$ cat src/rtl/spi_rx_pkg.sv
// Shared constants and types for the SPI receive front end.
// Holds the frame geometry (16-bit frame = wr bit, 7-bit address, 8-bit
// data), the bit counter width and saturation value, and the receive FSM
// state encoding.
package spi_rx_pkg;

    localparam int FRAME_BITS = 16;
    localparam int ADDR_W     = 7;
    localparam int DATA_W     = 8;
    localparam int CNT_W      = 5;

    // The bit counter stops here, so any frame longer than 16 bits stays
    // distinguishable from a good one.
    localparam logic [CNT_W-1:0] CNT_SAT  = 5'd17;
    localparam logic [CNT_W-1:0] CNT_GOOD = 5'd16;

    typedef enum logic [1:0] {
        WAIT_IDLE = 2'd0,
        IDLE      = 2'd1,
        SHIFT     = 2'd2
    } state_t;

endpackage

$ cat src/rtl/spi_rx_sync.sv
// Multi-flop synchronizer with one history flop, for one asynchronous
// SPI input.
// Ports:
//   clk, rst  - system clock, synchronous active-high reset
//   din       - asynchronous input
//   sync      - synchronized value (last stage of the chain)
//   prev      - sync delayed by one clk, used for edge detection
// Parameters:
//   SYNC_STAGES - chain depth (minimum 2)
//   RESET_VAL   - value every flop takes on reset
module spi_rx_sync #(
    parameter int   SYNC_STAGES = 2,
    parameter logic RESET_VAL   = 1'b0
) (
    input  logic clk,
    input  logic rst,
    input  logic din,
    output logic sync,
    output logic prev
);

    logic [SYNC_STAGES-1:0] chain;

    always_ff @(posedge clk) begin
        if (rst) begin
            chain <= {SYNC_STAGES{RESET_VAL}};
            prev  <= RESET_VAL;
        end else begin
            chain <= {chain[SYNC_STAGES-2:0], din};
            prev  <= chain[SYNC_STAGES-1];
        end
    end

    assign sync = chain[SYNC_STAGES-1];

endmodule

$ cat src/rtl/spi_rx_frontend.sv
// SPI (mode 0) receive front end. Synchronizes SCLK/COPI/nCS into clk,
// deserializes 16-bit MSB-first frames and hands each complete frame to a
// register block through a one-entry valid/ready holding slot.
// Configuration macro: SPI_RX_ADDR_FILTER_EN - when defined, frames that
// are reads (wr == 0) or address above MAX_ADDR are rejected as errors.
// Ports:
//   clk, rst          - system clock, synchronous active-high reset
//   SCLK, COPI, nCS   - asynchronous SPI inputs
//   frame_valid       - a frame is held in the slot
//   frame_ready       - register block takes the held frame this cycle
//   frame_wr/addr/data- payload of the held frame (bit 15, 14:8, 7:0)
//   frame_err         - 1-cycle pulse: malformed/filtered frame discarded
//   frame_ovf         - 1-cycle pulse: good frame dropped, slot was full
//   fsm_state         - current receive FSM state (observability)
// Handshake: a transfer happens on each clk edge where frame_valid and
// frame_ready are both high; while frame_valid is high and no transfer
// has happened, the payload is held stable.
module spi_rx_frontend
    import spi_rx_pkg::*;
#(
    parameter int SYNC_STAGES = 2,
    parameter int MAX_ADDR    = 4
) (
    input  logic              clk,
    input  logic              rst,
    input  logic              SCLK,
    input  logic              COPI,
    input  logic              nCS,
    output logic              frame_valid,
    input  logic              frame_ready,
    output logic              frame_wr,
    output logic [ADDR_W-1:0] frame_addr,
    output logic [DATA_W-1:0] frame_data,
    output logic              frame_err,
    output logic              frame_ovf,
    output state_t            fsm_state
);

    // ---------------------------------------------------------------
    // Input synchronizers
    // ---------------------------------------------------------------
    logic sclk_sync, sclk_prev;
    logic copi_sync, copi_prev_unused;
    logic ncs_sync,  ncs_prev;

    spi_rx_sync #(.SYNC_STAGES(SYNC_STAGES), .RESET_VAL(1'b0)) u_sync_sclk (
        .clk(clk), .rst(rst), .din(SCLK), .sync(sclk_sync), .prev(sclk_prev)
    );

    spi_rx_sync #(.SYNC_STAGES(SYNC_STAGES), .RESET_VAL(1'b0)) u_sync_copi (
        .clk(clk), .rst(rst), .din(COPI), .sync(copi_sync), .prev(copi_prev_unused)
    );

    spi_rx_sync #(.SYNC_STAGES(SYNC_STAGES), .RESET_VAL(1'b1)) u_sync_ncs (
        .clk(clk), .rst(rst), .din(nCS), .sync(ncs_sync), .prev(ncs_prev)
    );

    logic sclk_rise, ncs_rise, ncs_fall;
    assign sclk_rise = sclk_sync & ~sclk_prev;
    assign ncs_rise  = ncs_sync  & ~ncs_prev;
    assign ncs_fall  = ~ncs_sync &  ncs_prev;

    // ---------------------------------------------------------------
    // Post-reset settle: the nCS chain resets to 1, so a low nCS at reset
    // release only shows up at the chain output a few cycles later. The
    // FSM may not leave WAIT_IDLE until the chain holds real samples,
    // otherwise that reset-value 1 would look like an idle bus and the
    // tail of an interrupted transaction would be decoded.
    // ---------------------------------------------------------------
    localparam logic [7:0] SETTLE_CYCLES = 8'(SYNC_STAGES + 1);

    logic [7:0] settle_cnt;
    logic       settled;

    assign settled = (settle_cnt == SETTLE_CYCLES);

    always_ff @(posedge clk) begin
        if (rst) begin
            settle_cnt <= '0;
        end else if (!settled) begin
            settle_cnt <= settle_cnt + 8'd1;
        end
    end

    // ---------------------------------------------------------------
    // Frame acceptance rule
    // ---------------------------------------------------------------
    logic [FRAME_BITS-1:0] shifter;
    logic [CNT_W-1:0]      bit_cnt;
    logic                  frame_ok;

`ifdef SPI_RX_ADDR_FILTER_EN
    localparam logic [ADDR_W-1:0] MAX_ADDR_L = ADDR_W'(MAX_ADDR);
    assign frame_ok = (bit_cnt == CNT_GOOD) && shifter[15] &&
                      (shifter[14:8] <= MAX_ADDR_L);
`else
    localparam logic [ADDR_W-1:0] MAX_ADDR_L = ADDR_W'(MAX_ADDR);
    logic unused_cfg;
    assign unused_cfg = ^MAX_ADDR_L;
    assign frame_ok   = (bit_cnt == CNT_GOOD);
`endif

    // ---------------------------------------------------------------
    // Receive FSM
    // ---------------------------------------------------------------
    state_t state, state_next;
    logic   start_frame, shift_bit, commit_next, err_next;

    always_ff @(posedge clk) begin
        if (rst) state <= WAIT_IDLE;
        else     state <= state_next;
    end

    always_comb begin
        state_next  = state;
        start_frame = 1'b0;
        shift_bit   = 1'b0;
        commit_next = 1'b0;
        err_next    = 1'b0;
        case (state)
            WAIT_IDLE: begin
                if (settled && ncs_sync) state_next = IDLE;
            end
            IDLE: begin
                if (ncs_fall) begin
                    state_next  = SHIFT;
                    start_frame = 1'b1;
                end
            end
            SHIFT: begin
                if (ncs_rise) begin
                    state_next  = IDLE;
                    commit_next = frame_ok;
                    err_next    = ~frame_ok;
                end else if (sclk_rise) begin
                    shift_bit = 1'b1;
                end
            end
            default: state_next = WAIT_IDLE;
        endcase
    end

    assign fsm_state = state;

    // ---------------------------------------------------------------
    // Shifter, bit counter and the registered commit/err events
    // ---------------------------------------------------------------
    logic commit_q;

    always_ff @(posedge clk) begin
        if (rst) begin
            shifter   <= '0;
            bit_cnt   <= '0;
            commit_q  <= 1'b0;
            frame_err <= 1'b0;
        end else begin
            commit_q  <= commit_next;
            frame_err <= err_next;
            if (start_frame) begin
                shifter <= '0;
                bit_cnt <= '0;
            end else if (shift_bit) begin
                shifter <= {shifter[FRAME_BITS-2:0], copi_sync};
                if (bit_cnt != CNT_SAT) bit_cnt <= bit_cnt + 5'd1;
            end
        end
    end

    // ---------------------------------------------------------------
    // Holding slot. The shifter is only cleared on the next nCS falling
    // edge, which cannot be seen before the edge that loads the slot, so
    // it still holds the committed frame here.
    // ---------------------------------------------------------------
    always_ff @(posedge clk) begin
        if (rst) begin
            frame_valid <= 1'b0;
            frame_wr    <= 1'b0;
            frame_addr  <= '0;
            frame_data  <= '0;
            frame_ovf   <= 1'b0;
        end else begin
            frame_ovf <= 1'b0;
            if (commit_q) begin
                if (!frame_valid || frame_ready) begin
                    frame_valid <= 1'b1;
                    frame_wr    <= shifter[15];
                    frame_addr  <= shifter[14:8];
                    frame_data  <= shifter[7:0];
                end else begin
                    frame_ovf <= 1'b1;
                end
            end else if (frame_valid && frame_ready) begin
                frame_valid <= 1'b0;
            end
        end
    end

endmodule

$ cat config.mk
export PLATFORM = sky130hd
export DESIGN_NAME = spi_rx_frontend
export DESIGN_NICKNAME = d
export VERILOG_FILES = /design/src/rtl/spi_rx_pkg.sv /design/src/rtl/spi_rx_sync.sv /design/src/rtl/spi_rx_frontend.sv
export SDC_FILE = /design/constraint.sdc
export NUM_CORES = 1
export LEC_CHECK = 0
export ABC_AREA = 1
export CORE_UTILIZATION = 38
export CTS_CLUSTER_SIZE = 16
export DETAILED_ROUTE_END_ITERATION = 10
export DONT_BUFFER_PORTS = 1
export MAX_ROUTING_LAYER = met4
export PLACE_DENSITY = 0.48
export SETUP_SLACK_MARGIN = 0.05
export SYNTH_ARGS = -nofsm -noshare
export SYNTH_HDL_FRONTEND = slang
export SYNTH_HIERARCHICAL = 1
export SYNTH_SLANG_ARGS = --single-unit
$ cat constraint.sdc
create_clock -name clk -period 1.5 [get_ports clk]
set_clock_uncertainty 0.05 [all_clocks]
set_input_delay 0.225 -clock clk [delete_from_list [all_inputs] [get_ports clk]]
set_output_delay 0.225 -clock clk [all_outputs]
set_load 0.02 [all_outputs]
==> metrics.md <==
| Metric | Value |
|---|---|
| Status | `finished clean` |
| Worst-Margin Slew | `0.626 ns` |
| IO Port Bufs | `0` |
| GRT Util Overall | `16.1%` |
| Mapped Avg Cell Area | `7.80 um^2` |
| Final hold vios | `0` |
| Final Setup Violations | `0` |
| Fillers | `556` |
| Crit share post-route | `85.8%` |
| Crit path max fanout | `4` |
| Mapped Cells | `293` |
| Reg2Reg Depth | `6` |
| Clock sink total | `59` |
| Power Total | `3630 uW` |
| Layout net count | `317` |
| Setup TNS | `0 ns` |
| Largest net degree at the start of global routing | `17` |
| Worst VDD drop | `0.000671 V` |
| Final global-route overflow total | `0` |
| Via count | `1752` |
| DRC | `0` |
| Switching share of power | `21.7%` |
| Slew margin rel. | `58.2%` |
| ANT nets after route | `0` |
| Synth Warn # | `6` |
| Initial Utilization | `40.5%` |
| Gp weighted congestion | `0.722` |
| Pwr/cell area | `1350 nW/um^2` |
| Area grow syn2layout | `17.6%` |
| Logic pwr share | `6.3%` |
| Core area | `5640 um^2` |
| Mean routed wirelength per cell | `11.6 um` |
| Syn Std Cell Area | `2280 um^2` |
| Io pins | `27` |
| RSZ-0062 raised after global routing | `no` |
| Initial DRC count | `49` |
| Die Y-Extent | `79.5 um` |
| Max-cap viol count | `0` |
| Highest clock rate | `777 MHz` |
| Root Driver | `clkbuf_8` |
| CP startpoint kind | `flip-flop` |
| Crit path DAT | `1.46 ns` |
| Ant diodes | `0` |
| Kind of critical path | `flip-flop to flip-flop` |
| Clock buffer depth | `2` |
| Placed cell count | `363` |
| Flop pwr share | `45.3%` |
| Worst Hold Class | `input pin to flip-flop` |
| CP endpoint kind | `flip-flop` |
| Ratio of cells with drive above 1 in the final layout | `11.2%` |
| Die Wd | `79.5 um` |
| DR vias/cell | `4.56` |
| Post-Route WL | `4.44 mm` |
| Clk_lat worst skew | `0.33 ns` |
| Minimum clock period | `1.29 ns` |
| Max Slew Vio Count | `0` |
| CTS tree | `built` |
| Antenna violations before repair | `0` |
| H-tree levels | `3` |
| P_int | `2840 uW` |
| Dpl hpwl | `2.82 mm` |
| Number of global-route vias before repair | `1597` |
| Final worst slack | `0.212 ns` |
| Row Count | `27` |
| Num CTS Buffers | `9` |
| First-pass GRT wire length | `7.33 mm` |
| Clk pwr share | `48.4%` |
| Worst slack, placed | `0.198 ns` |
| DIE AREA | `6330 um^2` |
| Syn_nets | `303` |
| Pleak | `0.00115 uW` |
| Psw | `789 uW` |
| Final std cells w/o fill | `384` |
| Worst Hold Depth | `3` |
| DR pass1 iterations | `4` |
| Critical path data required time | `1.67 ns` |
| Clk pin slew, worst setup/hold paths | `0.06 ns` |
| Post-CTS setup repair buffer count | `0` |
## registers in the layout, summed over array words and instances, names as in the netlist
signal             cells
frame_addr             7
fsm_state              2
settle_cnt             8
frame_ovf              1
u_sync_ncs/prev        1
shifter               16
u_sync_copi/chain      2
frame_err              1
u_sync_sclk/chain      2
frame_data             8
u_sync_ncs/chain       2
frame_valid            1
commit_q               1
bit_cnt                5
u_sync_sclk/prev       1
frame_wr               1
## what timing repair did
| item | in CTS | in global routing |
|---|---|---|
| hold buffers | 5 | 0 |
| endpoints found under the setup margin | 0 | 16 |
| resized for setup | 0 | 2 |
| endpoints found under the hold margin | 17 | 0 |
## metrics by stage
step                      instance area [um^2]  utilization [%]  hold slack (ns)
final                                     2690             47.6            0.193
after detailed placement                  2390             42.4            0.251
after global placement                    2390             42.4            0.249
after floorplan                           2280                -            0.246
after CTS                                 2680             47.6            0.180
after global routing                      2690             47.6            0.236
## cell type report
| cell class | count | area (um^2) | area share, % |
|---|---|---|---|
| flip-flops and latches | 59 | 1180 | 44.0 |
| well taps | 72 | 90.1 | 3.35 |
| multi-input cells | 190 | 917 | 34.1 |
| clock inverters | 5 | 100 | 3.73 |
| inverters | 33 | 126 | 4.70 |
| clock buffers | 11 | 141 | 5.26 |
| repair buffers | 14 | 130 | 4.84 |
## metal layers
layer	GRT usage [%]	part of all wire, %	up-vias
li1	-	-	950
met1	19.8	52	770
met2	22.4	41	21
met3	5.14	4.0	11
met4	10.4	2.7	0
met5	-	0	-
## cell usage in the layout (no fill, tap or decap), types with 3 or more instances in the layout
master and n:
a21oi_1 25, nand2_1 57, xor2_1 5, inv_2 3, o21ai_0 19, dlygate4sd3_1 5
nand4_1 3, buf_4 8, bufinv_16 3, ha_1 4, dfxtp_1 59, inv_1 29
nor2_1 51, nand3_1 14, clkbuf_8 10
## power by group through the flow
stage | logic [uW] | registers, uW | clock network (uW)
floorplan | 136 | 1700 | 0
global placement | 210 | 1680 | 0
detailed placement | 211 | 1680 | 0
CTS | 229 | 1650 | 1800
global route | 264 | 1650 | 1870
finish | 228 | 1650 | 1760
## worst max-delay path: stages (launching register included)
cell	delay, ns
dfxtp_1	0.37
ha_1	0.21
inv_1	0.06
nor2_2	0.13
nand2_1	0.11
o21ai_0	0.18
a21oi_1	0.05
## path summary, 6_finish.rpt
| kind | startpoint | endpoint | slack [ns] |
|---|---|---|---|
| worst max register to register | settle_cnt[0]$_SDFFE_PP0P_ | settle_cnt[0]$_SDFFE_PP0P_ | 0.21 |
| worst min-delay path | rst | settle_cnt[1]$_SDFFE_PP0P_ | 0.19 |
| worst max-delay path | settle_cnt[0]$_SDFFE_PP0P_ | settle_cnt[0]$_SDFFE_PP0P_ | 0.21 |
| worst min register to register | u_sync_ncs/chain[0]$_SDFF_PP1_ | u_sync_ncs/chain[1]$_SDFF_PP1_ | 0.36 |
Power figures use the tool's default switching activity.
